`src/rtl/led_strip_framebuf_if.sv`:
```
// APB bus bundle for the LED strip frame buffer.
// The master drives the request; the slave returns read data, ready and error.
interface led_strip_framebuf_if;
  logic        PSEL;
  logic        PENABLE;
  logic        PWRITE;
  logic [31:0] PADDR;
  logic [31:0] PWDATA;
  logic [31:0] PRDATA;
  logic        PREADY;
  logic        PSLVERR;

  modport master (
    output PSEL, PENABLE, PWRITE, PADDR, PWDATA,
    input  PRDATA, PREADY, PSLVERR
  );

  modport slave (
    input  PSEL, PENABLE, PWRITE, PADDR, PWDATA,
    output PRDATA, PREADY, PSLVERR
  );
endinterface

```
`src/rtl/led_strip_framebuf.sv`:
```
// APB-mapped 24-bit GRB frame buffer serialised onto a WS2812-class data line.
// Define LED_STRIP_AUTO_REFRESH_EN to enable continuous re-transmission (CTRL.AUTO).
module led_strip_framebuf #(
  parameter int MAX_LEDS     = 16,
  parameter int BIT_PERIOD   = 61,
  parameter int T1H          = 42,
  parameter int T0H          = 19,
  parameter int RESET_PERIOD = 50000
) (
  input  logic                 PCLK,
  input  logic                 PRESERN,
  led_strip_framebuf_if.slave  apb,
  output logic                 led_out,
  output logic                 busy,
  output logic                 frame_done
);

  localparam int IDXW    = (MAX_LEDS > 1) ? $clog2(MAX_LEDS) : 1;
  localparam int CNT_MAX = (RESET_PERIOD > BIT_PERIOD) ? RESET_PERIOD : BIT_PERIOD;
  localparam int CW      = $clog2(CNT_MAX + 1);

  localparam logic [5:0] OFF_CTRL  = 6'h10;
  localparam logic [5:0] OFF_STAT  = 6'h11;
  localparam logic [5:0] PIX_LIMIT = 6'(MAX_LEDS);
  localparam logic [4:0] LEN_MAX   = 5'(MAX_LEDS);

  localparam logic [1:0] S_IDLE  = 2'd0;
  localparam logic [1:0] S_LOAD  = 2'd1;
  localparam logic [1:0] S_BIT   = 2'd2;
  localparam logic [1:0] S_LATCH = 2'd3;

  logic [23:0]   r_pixel [MAX_LEDS];
  logic [4:0]    r_len;
  logic [4:0]    r_ledIdx;
  logic [4:0]    r_bitIdx;
  logic [23:0]   r_shift;
  logic [CW-1:0] r_cnt;
  logic [1:0]    r_state;
  logic          r_done;
  logic          r_busy;
  logic          r_led;
  logic          r_frameDone;

  logic            w_auto;
  logic            w_sel;
  logic            w_acc;
  logic            w_wr;
  logic [5:0]      w_off;
  logic [IDXW-1:0] w_pixIdx;
  logic            w_isPix;
  logic            w_isCtrl;
  logic            w_isStat;
  logic [4:0]      w_newLen;
  logic            w_pixOpen;
  logic            w_pixErr;
  logic            w_lenErr;
  logic            w_start;
  logic [CW-1:0]   w_curThr;
  logic            w_latchEnd;
  logic [31:0]     w_rdata;
  logic            w_unused;

`ifdef LED_STRIP_AUTO_REFRESH_EN
  logic r_auto;
  assign w_auto = r_auto;
`else
  assign w_auto = 1'b0;
`endif

  assign w_sel    = apb.PSEL & (apb.PADDR[11:8] == 4'h8);
  assign w_acc    = w_sel & apb.PENABLE;
  assign w_wr     = w_acc & apb.PWRITE;
  assign w_off    = apb.PADDR[7:2];
  assign w_pixIdx = w_off[IDXW-1:0];
  assign w_isPix  = (w_off < PIX_LIMIT);
  assign w_isCtrl = (w_off == OFF_CTRL);
  assign w_isStat = (w_off == OFF_STAT);

  assign w_newLen = ((apb.PWDATA[4:0] == 5'd0) || (apb.PWDATA[4:0] > LEN_MAX)) ?
                    LEN_MAX : apb.PWDATA[4:0];

  // In auto-refresh the pixel RAM may be updated only while the line is latching.
  assign w_pixOpen = ~r_busy | (w_auto & (r_state == S_LATCH));
  assign w_pixErr  = w_wr & w_isPix & ~w_pixOpen;
  // Rewriting CTRL with the current LEN (e.g. a START or AUTO change) is not an error.
  assign w_lenErr  = w_wr & w_isCtrl & r_busy & (w_newLen != r_len);
  assign w_start   = w_wr & w_isCtrl & apb.PWDATA[8] & (r_state == S_IDLE);

  assign w_curThr   = r_shift[23] ? CW'(T1H) : CW'(T0H);
  assign w_latchEnd = (r_state == S_LATCH) && (r_cnt == CW'(RESET_PERIOD));

  always_comb begin
    w_rdata = 32'd0;
    if (w_sel) begin
      if (w_isPix) begin
        w_rdata = {8'd0, r_pixel[w_pixIdx]};
      end else if (w_isCtrl) begin
        w_rdata[4:0] = r_len;
        w_rdata[9]   = w_auto;
      end else if (w_isStat) begin
        w_rdata[1:0] = {r_done, r_busy};
      end
    end
  end

  assign apb.PRDATA  = w_rdata;
  assign apb.PREADY  = 1'b1;
  assign apb.PSLVERR = w_pixErr | w_lenErr;

  always_ff @(posedge PCLK or negedge PRESERN) begin
    if (!PRESERN) begin
      for (int i = 0; i < MAX_LEDS; i++) r_pixel[i] <= 24'd0;
    end else if (w_wr & w_isPix & w_pixOpen) begin
      r_pixel[w_pixIdx] <= apb.PWDATA[23:0];
    end
  end

  always_ff @(posedge PCLK or negedge PRESERN) begin
    if (!PRESERN) begin
      r_len  <= LEN_MAX;
      r_done <= 1'b0;
    end else begin
      if (w_wr & w_isCtrl & ~r_busy) r_len <= w_newLen;
      r_done <= w_latchEnd | (r_done & ~(w_wr & w_isStat & apb.PWDATA[1]));
    end
  end

`ifdef LED_STRIP_AUTO_REFRESH_EN
  always_ff @(posedge PCLK or negedge PRESERN) begin
    if (!PRESERN) begin
      r_auto <= 1'b0;
    end else if (w_wr & w_isCtrl) begin
      r_auto <= apb.PWDATA[9];
    end
  end
`endif

  // led_out is registered, so the line trails the bit counter by one cycle.
  always_ff @(posedge PCLK or negedge PRESERN) begin
    if (!PRESERN) begin
      r_state     <= S_IDLE;
      r_busy      <= 1'b0;
      r_led       <= 1'b0;
      r_frameDone <= 1'b0;
      r_ledIdx    <= 5'd0;
      r_bitIdx    <= 5'd0;
      r_shift     <= 24'd0;
      r_cnt       <= '0;
    end else begin
      r_frameDone <= 1'b0;
      r_led       <= (r_state == S_BIT) && (r_cnt < w_curThr);
      case (r_state)
        S_IDLE: begin
          if (w_start) begin
            r_state  <= S_LOAD;
            r_busy   <= 1'b1;
            r_ledIdx <= 5'd0;
          end
        end
        S_LOAD: begin
          r_shift  <= r_pixel[r_ledIdx[IDXW-1:0]];
          r_bitIdx <= 5'd23;
          r_cnt    <= '0;
          r_state  <= S_BIT;
        end
        S_BIT: begin
          if (r_cnt != CW'(BIT_PERIOD)) begin
            r_cnt <= r_cnt + 1'b1;
          end else begin
            r_cnt <= '0;
            if (r_bitIdx != 5'd0) begin
              r_shift  <= {r_shift[22:0], 1'b0};
              r_bitIdx <= r_bitIdx - 5'd1;
            end else if ((r_ledIdx + 5'd1) < r_len) begin
              r_ledIdx <= r_ledIdx + 5'd1;
              r_state  <= S_LOAD;
            end else begin
              r_state <= S_LATCH;
            end
          end
        end
        S_LATCH: begin
          if (!w_latchEnd) begin
            r_cnt <= r_cnt + 1'b1;
          end else begin
            r_cnt       <= '0;
            r_ledIdx    <= 5'd0;
            r_frameDone <= 1'b1;
            if (w_auto) begin
              r_state <= S_LOAD;
            end else begin
              r_state <= S_IDLE;
              r_busy  <= 1'b0;
            end
          end
        end
        default: r_state <= S_IDLE;
      endcase
    end
  end

  assign led_out    = r_led;
  assign busy       = r_busy;
  assign frame_done = r_frameDone;

  assign w_unused = &{1'b0, apb.PADDR[31:12], apb.PADDR[1:0],
                      apb.PWDATA[31:24], apb.PWDATA[9], r_ledIdx};

endmodule

```
`src/flat_wrapper.sv`:
```
// flat-port wrapper written by rule: the top's interface ports become plain ports
module led_strip_framebuf_flat 
#(
  parameter int MAX_LEDS     = 16,
  parameter int BIT_PERIOD   = 61,
  parameter int T1H          = 42,
  parameter int T0H          = 19,
  parameter int RESET_PERIOD = 50000
)
  (PCLK, PRESERN, led_out, busy, frame_done, apb_PSEL, apb_PENABLE, apb_PWRITE, apb_PADDR, apb_PWDATA, apb_PRDATA, apb_PREADY, apb_PSLVERR);
  led_strip_framebuf_if apb_i ();
  input  logic PCLK;
  input  logic PRESERN;
  output logic led_out;
  output logic busy;
  output logic frame_done;
  input wire logic [$bits(apb_i.PSEL)-1:0] apb_PSEL;
  input wire logic [$bits(apb_i.PENABLE)-1:0] apb_PENABLE;
  input wire logic [$bits(apb_i.PWRITE)-1:0] apb_PWRITE;
  input wire logic [$bits(apb_i.PADDR)-1:0] apb_PADDR;
  input wire logic [$bits(apb_i.PWDATA)-1:0] apb_PWDATA;
  output wire logic [$bits(apb_i.PRDATA)-1:0] apb_PRDATA;
  output wire logic [$bits(apb_i.PREADY)-1:0] apb_PREADY;
  output wire logic [$bits(apb_i.PSLVERR)-1:0] apb_PSLVERR;
  assign apb_i.PSEL = apb_PSEL;
  assign apb_i.PENABLE = apb_PENABLE;
  assign apb_i.PWRITE = apb_PWRITE;
  assign apb_i.PADDR = apb_PADDR;
  assign apb_i.PWDATA = apb_PWDATA;
  assign apb_PRDATA = apb_i.PRDATA;
  assign apb_PREADY = apb_i.PREADY;
  assign apb_PSLVERR = apb_i.PSLVERR;
  led_strip_framebuf #(.MAX_LEDS(MAX_LEDS), .BIT_PERIOD(BIT_PERIOD), .T1H(T1H), .T0H(T0H), .RESET_PERIOD(RESET_PERIOD)) u_core (.PCLK(PCLK), .PRESERN(PRESERN), .apb(apb_i), .led_out(led_out), .busy(busy), .frame_done(frame_done));
endmodule
```
`config.mk`:
```
export PLATFORM = sky130hd
export DESIGN_NAME = led_strip_framebuf_flat
export DESIGN_NICKNAME = d
export VERILOG_FILES = /design/src/rtl/led_strip_framebuf_if.sv /design/src/rtl/led_strip_framebuf.sv /design/src/flat_wrapper.sv
export SDC_FILE = /design/constraint.sdc
export NUM_CORES = 1
export LEC_CHECK = 0
export ABC_AREA = 0
export BUFFER_PORTS_ARGS = -buffer_cell sky130_fd_sc_hd__buf_2
export CAP_MARGIN = 20
export CORE_MARGIN = 5
export CORE_UTILIZATION = 30
export CTS_CLUSTER_SIZE = 40
export DETAILED_ROUTE_END_ITERATION = 8
export SLEW_MARGIN = 20
export SYNTH_ARGS = -nofsm -noshare
export SYNTH_HDL_FRONTEND = slang
export SYNTH_SLANG_ARGS = --single-unit
export TNS_END_PERCENT = 1
```
`constraint.sdc`:
```
create_clock -name PCLK -period 2.5 [get_ports PCLK]
set_input_delay 0.125 -clock PCLK [delete_from_list [all_inputs] [get_ports PCLK]]
set_output_delay 0.125 -clock PCLK [all_outputs]
set_load 0.02 [all_outputs]
```
== Yosys cells after proc, flatten, opt, wreduce, memory -nomap -nowiden ==
Cells that the tools add are included.

* Register bits after elaboration: 445
* Input bits: 69
* Output and inout port bits: 37
* Word-level logic and storage cells: 132

* Add/subtract/negate cells: 3
* $lt $le $gt $ge: 7
* Eq/ne operators: 15
* Multiplexer cells: 45
* Bitwise operators: 21
* Reductions and logical operators: 15

{| class="wikitable"
|+ Operators with widths
! cell !! count
|-
| 384-bit bitwise mux || 1
|-
| 24-bit binary-select mux with 4-bit select || 2
|-
| 24-bit 2-to-1 mux || 8
|-
| 24-bit demux with 4-bit select || 1
|-
| 16-bit one-hot mux with 3 select lines || 1
|-
| 24-bit one-hot mux with 2 select lines || 1
|-
| 5-bit 2-to-1 mux || 9
|-
| 16-bit 2-to-1 mux || 2
|-
| 16-bit by 1-bit adder with 16-bit output (second input constant) || 1
|-
| 16-bit equality test (second input constant) || 1
|-
| 16-bit less-than comparator || 1
|-
| 16-bit by 6-bit != test with 1-bit output (second input constant) || 1
|-
| 1-bit AND || 15
|-
| 5-bit one-hot mux with 3 select lines || 1
|-
| 14-bit 2-to-1 mux || 1
|-
| 2-bit 2-to-1 mux || 7
|-
| 6-bit by 5-bit equality test with 1-bit output (second input constant) || 2
|-
| 5-bit >= comparator (second input constant) || 2
|-
| 4-bit NOT with 5-bit output || 2
|-
| 5-bit one-hot mux with 2 select lines || 1
|-
| 2-bit != test (second input constant) || 4
|-
| 2-bit one-hot mux with 4 select lines || 1
|-
| 6-bit by 5-bit less-than comparator with 1-bit output (second input constant) || 1
|-
| 6-bit 2-to-1 mux || 1
|-
| 26 further kinds || 39
|}

== Logic depth before layout (Yosys ltp) ==
Gate-level depths: netlist of the first run.

* Depth in word-level cells: 9
* Gate-level depth with buffers: 11
* Depth with buffers taken out: 9

== Worst setup path before layout of the first run ==
Ideal clock, no wire load.

* Kind: register to register
* From: register u_core.r_ledIdx[1]
* To: register u_core.r_ledIdx[1]
* Data arrival time: 2.628 ns
* Setup slack: -0.211 ns
* Cell stages (with the launch flop): 12
* Clock period less this slack: 2.711 ns
* Path through: dfrtp_1 clkbuf_1 buf_2 buf_1 nand3_1 xnor2_1 ha_1 o2111a_1 o31ai_1 o2111ai_2 or4_1 o21ai_0

* Cells in the longest elaborated chain, start to end: 5
* Elaborated cells between the ends (all ways): 8
* Those cells by class: 1 x add/sub; 1 x order compare; 1 x eq/ne; 4 x mux; 1 x reduce/logical

{| class="wikitable"
|+ Ends and longest elaborated chain
! element !! line !! source
|-
| from (decl) || led_strip_framebuf.sv:34 || <nowiki>logic [4:0] r_ledIdx;</nowiki>
|-
| from (signal assigned) || led_strip_framebuf.sv:175 || <nowiki>r_ledIdx <= r_ledIdx + 5'd1;</nowiki>
|-
| 5-bit by 1-bit adder with 5-bit output * || led_strip_framebuf.sv:174, led_strip_framebuf.sv:175 ||
|-
| branches (longest 4 deep; another with 5-bit less-than comparator) || n/a ||
|}

Every way passes the cells marked *. The select of a mux whose other input is x is not followed.
A chain may end at the register's enable or synchronous reset.

== Worst setup path in the final report of the first run ==
* From: register u_core.r_pixel[20] (netlist bit)
* To: output port apb_PRDATA[20]

* Cells in the longest elaborated chain, start to end: 5

{| class="wikitable"
|+ Ends and longest elaborated chain
! element !! line !! source
|-
| from (decl) || led_strip_framebuf.sv:32 || <nowiki>logic [23:0] r_pixel [MAX_LEDS];</nowiki>
|-
| from (signal, indexed assignment) || led_strip_framebuf.sv:114 || <nowiki>r_pixel[w_pixIdx] <= apb.PWDATA[23:0];</nowiki>
|-
| 24-bit binary-select mux with 4-bit select || led_strip_framebuf.sv:96 || <nowiki>w_rdata = {8'd0, r_pixel[w_pixIdx]};</nowiki>
|-
| 24-bit 2-to-1 mux (not written as such) (2 in series) || led_strip_framebuf.sv:96 ||
|-
| 14-bit 2-to-1 mux || led_strip_framebuf.sv:95 || <nowiki>if (w_isPix) begin</nowiki>
|-
| 24-bit 2-to-1 mux || led_strip_framebuf.sv:94 || <nowiki>if (w_sel) begin</nowiki>
|-
| to (decl) || flat_wrapper.sv:22 || <nowiki>output wire logic [$bits(apb_i.PRDATA)-1:0] apb_PRDATA;</nowiki>
|}

No other way between the ends. The select of a mux whose other input is x is not followed.

==> results of run 1 <==
## worst max-delay path: stages, from the launching register on
cell and delay, ps:
dfrtp_1 410, mux4_2 490, mux4_2 510, nor2b_1 150, buf_4 180
## through the flow
step	worst slack, ps	std cells
2_1_floorplan	26.05	1652
3_3_place_gp	56.40	2716
3_5_place_dp	72.09	2716
4_1_cts	-16.39	2835
5_1_grt	-36.67	2835
6_report	29.51	2837
## sequential cells by signal, indices dropped and copies added (netlist names)
signal,count
u_core.r_pixel,384
u_core.r_shift,24
u_core.r_cnt,16
u_core.r_bitIdx,5
u_core.r_ledIdx,5
u_core.r_len,5
u_core.r_state,2
u_core.busy,1
u_core.frame_done,1
u_core.led_out,1
u_core.r_done,1
## repair_timing
item	CTS	global route
gates resized for setup	20	11
pin swaps	0	0
endpoints found under the setup margin	12	27
hold buffers	24	0
buffers inserted	2	0
endpoints found under the hold margin	702	0
## cell families (layout without fill, tap and decap cells)
kind of cell | count (synthesis) | in the layout | share of synthesized area (%)
mux | 607 | 607 | 38.76
flops | 445 | 445 | 46.68
simple gates | 196 | 196 | 4.515
compound gates | 182 | 182 | 4.809
buf+inv | 178 | 311 | 3.608
fa+ha+maj | 20 | 20 | 1.049
xor+xnor | 15 | 15 | 0.5506
other cells | 2 | 11 | 0.03148
## area by class of cell
cell class | instances | area [sq um]
fillers | 7500 | 50840
multi-input cells | 1029 | 12020
flip-flops and latches | 445 | 11150
repair buffers | 194 | 1785
clock buffers | 84 | 1582
well taps | 1050 | 1314
inverters | 24 | 92.59
clock inverters | 9 | 88.84
diodes | 2 | 5.005
## worst max path at each step
| stage | start | endpoint |
|---|---|---|
| finish | u_core.r_pixel[20] | apb_PRDATA[20] |
| global route | u_core.r_pixel[20] | apb_PRDATA[20] |
| CTS | u_core.r_pixel[20] | apb_PRDATA[20] |
| detailed placement | u_core.r_ledIdx[0] | u_core.r_ledIdx[0] |
| global placement | u_core.r_ledIdx[0] | u_core.r_ledIdx[1] |
| floorplan | u_core.r_ledIdx[2] | u_core.r_ledIdx[1] |
## per-layer routing
| metal | vias up | wire (um) | GRT usage (%) |
|---|---|---|---|
| met4 | 0 | 1801 | 4.537 |
| met3 | 107 | 4423 | 3.225 |
| met1 | 8232 | 28290 | 21.32 |
| met5 | - | 0 | 0 |
| li1 | 6513 | - | - |
| met2 | 470 | 32520 | 25.29 |
## power breakdown
| group | internal [mW] | total, mW | switching (mW) |
|---|---|---|---|
| registers | 7.48 | 7.66 | 0.179 |
| logic | 0.839 | 2.30 | 1.46 |
| clock network | 4.31 | 7.39 | 3.08 |
## synth_stat cells, types with 5 or more instances
cell type | count | area [sq um]
nor2_1 | 50 | 187.7
nor4_1 | 7 | 43.79
dfrtp_1 | 444 | 11110
a21oi_1 | 80 | 400.4
xor2_1 | 9 | 78.83
buf_4 | 20 | 150.1
inv_1 | 24 | 90.09
buf_1 | 13 | 48.80
mux2_2 | 385 | 4335
xnor2_1 | 6 | 52.55
nor3_2 | 5 | 50.05
o21ai_0 | 21 | 105.1
clkbuf_1 | 72 | 270.3
nand3_1 | 15 | 75.07
ha_1 | 20 | 250.2
mux2i_1 | 7 | 70.07
buf_2 | 41 | 205.2
mux4_2 | 215 | 4842
nor2b_1 | 25 | 156.4
nor3_1 | 6 | 30.03
a22oi_1 | 46 | 345.3
nand2_1 | 38 | 142.6
nand4_1 | 8 | 50.05
==> flow_summary.yaml, run 1 <==
sta:
  period_share_pct: 98.82
  min_period_ps: 2470
  finalHoldViolCount: 0
  fin_tns_setup_ps: 0
  setup_viol: 0
  worstMarginPinSlew_ps: 692.1
  clock_skew_ps: 46.04
  grt_setup_unrepaired: "yes"
  slew_headroom_pct: 53.86
  final_max_slew_viol_count: 0
  hold_slack_ps: 38.01
  timing.fmax_ghz: 0.4048
place:
  place_congestion: 0.7809
  placed_cell_area_sq_mm: 0.02601
  dpl.hpwl_um: 41150
  portBuffers: 66
floorplanning:
  die_y_um: 292.0
  row_count: 103
  initial_utilization_pct: 30.25
  dieWidth_um: 292.0
  die_area_sq_mm: 0.08527
  core_area_sq_mm: 0.07887
  ioPinCount: 106
clocking:
  path_clk_slew_ps: 60
  clock_sinks: 445
  clk_path_buf_depth: 3
  htreeDepth: 2
  root_buffer: "clkbuf_16"
  tritoncts: "yes"
  worstSkewPairLatency_ps: 610
  cts_buffers: 51
drt:
  wl_per_cell_um: 23.63
  drtIter0Drc: 1076
  routed_wl_um: 67030
  firstDrtPassIters: 5
  drc_errors: 0
  drtAntennaViolNets: 0
  viasPerCell: 5.401
  num_vias: 15320
synth:
  netlist_area_sq_mm: 0.02386
  synth_seq_cells: 445
  synthFlopType: "dfrtp_1"
  synthArstFlopShare_pct: 100.0
  post_synth.cell_area_avg_sq_um: 14.50
  synth-edff-count: 0
  netlist_instances: 1645
  yosysWarningCount: 0
  yosysSeqAreaShare_pct: 46.68
  ys_types: 69
critical_path:
  worst-r2r-cell-count: 7
  reg2reg_slack_ps: 80
  r2r_start: "u_core.r_cnt[0]"
  r2r-end: "u_core.r_state[0]"
  cp-end-kind: "primary output"
  worstPathMaxFanout: 3
  cp.arrival_ps: 2350
  critPathKind: "reg -> out"
  cp.required_ps: 2380
  startpoint_type: "flip-flop"
power_and_ir_drop:
  power.leakage_nw: 12.41
  vdd_drop_max_mv: 0.4735
  power_density_mw_per_mm2: 618.9
  total_power_mw: 17.35
hold_path:
  min_path_type: "in -> reg"
  min_to: "u_core.r_pixel[119]"
  min-delay-start: "apb_PWDATA[23]"
  min_path_cells: 2
global_route:
  grt_max_degree: 98
  grt_usage_pct: 15.60
  antenna_found_initial: 2
  grt_pass1_vias: 16440
  grt.overflow.total: 0
  grt_pass1_wl_um: 103500
cells_and_area:
  fin_area_sq_mm: 0.02803
  drive_above_1_share_pct: 50.14
  final_cell_mix: "441 x dfrtp_1, 385 x mux2_2, 215 x mux4_2"
  nets: 1834
  fin_util_pct: 35.54
  layout_commonest_cell: "dfrtp_1"
  area_delta_synth_final_pct: 17.47
status:
  status: "complete, no violations"
flow_run:
  drv_cap: 0
No activity file was read; power rests on OpenSTA's default activity.
==> run 2, diff against run 1 <==
--- a/config.mk
+++ b/config.mk
@@ -8,10 +8,13 @@
 export ABC_AREA = 0
 export BUFFER_PORTS_ARGS = -buffer_cell sky130_fd_sc_hd__buf_2
 export CAP_MARGIN = 20
+export CELL_PAD_IN_SITES_DETAIL_PLACEMENT = 0
+export CELL_PAD_IN_SITES_GLOBAL_PLACEMENT = 1
 export CORE_MARGIN = 5
 export CORE_UTILIZATION = 30
 export CTS_CLUSTER_SIZE = 40
 export DETAILED_ROUTE_END_ITERATION = 8
+export PLACE_DENSITY_LB_ADDON = 0.1
 export SLEW_MARGIN = 20
 export SYNTH_ARGS = -nofsm -noshare
 export SYNTH_HDL_FRONTEND = slang
==> run 2 against run 1 <==
Fmax decreased by 0.62%. Via count shrank 0.59%. Wire length rose by 13%. Largest cell class unchanged.
==> flow_summary.yaml, run 2 (synthesis gave the netlist of run 1 again) <==
clocking:
  cts_buffers: 53
  clock_sinks: 445
  tritoncts: "yes"
  worstSkewPairLatency_ps: 610
  path_clk_slew_ps: 60
  clk_path_buf_depth: 3
  root_buffer: "clkbuf_16"
  htreeDepth: 2
place:
  place_congestion: 0.7437
  dp.cells: 2748
  portBuffers: 66
  dpl.hpwl_um: 47820
cells_and_area:
  largest_reg_flops: 384
  drive_above_1_share_pct: 51.54
  final_cell_mix: "442 x dfrtp_1, 385 x mux2_2, 215 x mux4_2"
  diodes: 0
  layout_commonest_cell: "dfrtp_1"
  nets: 1869
  reg_top3: "u_core.r_pixel x384, u_core.r_shift x24, u_core.r_cnt x16"
  area_delta_synth_final_pct: 19.52
  final_cells: 2866
  largest-register: "u_core.r_pixel"
global_route:
  grt.overflow.total: 0
  grt_pass1_vias: 16450
  grt_usage_pct: 17.77
  antenna_found_initial: 1
  grt_max_degree: 77
  grt_pass1_wl_um: 114300
sta:
  timing.fmax_ghz: 0.4023
  grt_setup_unrepaired: "yes"
  period_share_pct: 99.44
  final_max_slew_viol_count: 0
  slew_headroom_pct: 59.42
  setup_viol: 0
  hold_slack_ps: 33.98
  finalHoldViolCount: 0
  clock_skew_ps: 20.38
  worstMarginPinSlew_ps: 608.7
  min_period_ps: 2486
critical_path:
  cp_top_family: "multiplexers"
  path_common_cell: "mux4_2"
  crit_chain: "mux4_2 > mux4_2 > nor2b_4 > buf_6"
  critPathKind: "reg -> out"
  cp.arrival_ps: 2360
  cp.required_ps: 2380
  startpoint_type: "flip-flop"
  crit_path_top_delay_cell: "mux4_2"
  path_buf_inv: 1
  worstPathMaxFanout: 3
  cp-end-kind: "primary output"
  max_stage_delay_ps: 570
drt:
  viasPerCell: 5.315
  routed_wl_um: 76050
  drtIter0Drc: 881
  drc_errors: 0
  num_vias: 15230
  drtAntennaViolNets: 0
  wl_per_cell_um: 26.53
  firstDrtPassIters: 5
power_and_ir_drop:
  power.leakage_nw: 12.69
  vdd_drop_max_mv: 0.4205
  power_density_mw_per_mm2: 617.7
flow_run:
  drv_cap: 0
floorplanning:
  die_area_sq_mm: 0.08527
  row_count: 103
  dieWidth_um: 292.0
  ioPinCount: 106
  core_area_sq_mm: 0.07887
  die_y_um: 292.0
  initial_utilization_pct: 30.25
status:
  status: "complete, no violations"
hold_path:
  min_path_type: "in -> reg"
==> run 2: cell types whose count changed in the layout (fill, tap and decap cells not counted), moves of 3 or more <==
cell	delta
buf_4	+13
clkbuf_8	-9
o311ai_1	-3
o21ai_0	-3
clkinv_2	+4
buf_6	+7
buf_12	+11
==> run 2: repair_timing <==
item / 4_1_cts / 5_1_grt
buffers inserted: 3 / 1
hold buffers: 23 / 0
pin swaps: 3 / 7
gates resized for setup: 21 / 33
endpoints found under the hold margin: 574 / 0
endpoints found under the setup margin: 11 / 41
==> run 2: per-layer routing <==
metal	up-vias	GRT usage [%]	wire, um
li1	6594	-	-
met4	2	4.041	1652
met2	258	29.16	36440
met1	8287	25.05	35050
met3	91	2.799	2888
met5	-	0	13
==> run 2: worst min-delay path: cells and delay by family <==
kind	cells	cell delay, ps
buffers and inverters	2	300
multiplexers	1	180
==> run 2: path summary, 6_finish.rpt <==
check	startpoint	to	slack, ps	cells past startpoint
setup / recovery	u_core.r_pixel[118]	apb_PRDATA[22]	10	4
hold / removal	apb_PWDATA[0]	u_core.r_pixel[360]	30	3
setup reg to reg	u_core.r_ledIdx[0]	u_core.r_state[1]	100	8
hold reg to reg	u_core.r_bitIdx[0]	u_core.r_bitIdx[0]	500	1
max in group asynchronous	PRESERN	u_core.r_pixel[350]	1520	3
min in group asynchronous	PRESERN	u_core.r_pixel[365]	60	2
==> run 2: power breakdown <==
group | internal, mW | leakage [nW] | switching, mW | total [mW]
Sequential | 7.48 | 6.12 | 0.197 | 7.68
Clock | 4.27 | 0.798 | 3.20 | 7.47
Combinational | 0.895 | 5.78 | 1.57 | 2.46
Total | 12.6 | 12.7 | 4.97 | 17.6
==> run 2: layout make-up <==
| cell class | count | area (sq um) |
|---|---|---|
| flip-flops and latches | 445 | 11140 |
| fillers | 7612 | 50350 |
| well taps | 1050 | 1314 |
| repair buffers | 227 | 2220 |
| inverters | 24 | 90.09 |
| clock buffers | 78 | 1511 |
| clock inverters | 13 | 121.4 |
| multi-input cells | 1029 | 12120 |
==> run 2: stage by stage <==
| stage | setup slack [ps] | power (mW) | area, sq um | setup TNS [ps] | utilization [%] |
|---|---|---|---|---|---|
| finish | 14.10 | 17.61 | 28520 | 0 | 36.16 |
| CTS | -32.61 | 17.93 | 28390 | -138.4 | 35.99 |
| global placement | -17.38 | 10.23 | 26410 | -27.47 | 33.49 |
| floorplan | 26.05 | 9.144 | 23890 | 0 | - |
| global route | -37.05 | 18.46 | 28520 | -285.7 | 36.16 |
| detailed placement | -105.6 | 10.22 | 26410 | -270.1 | 33.49 |
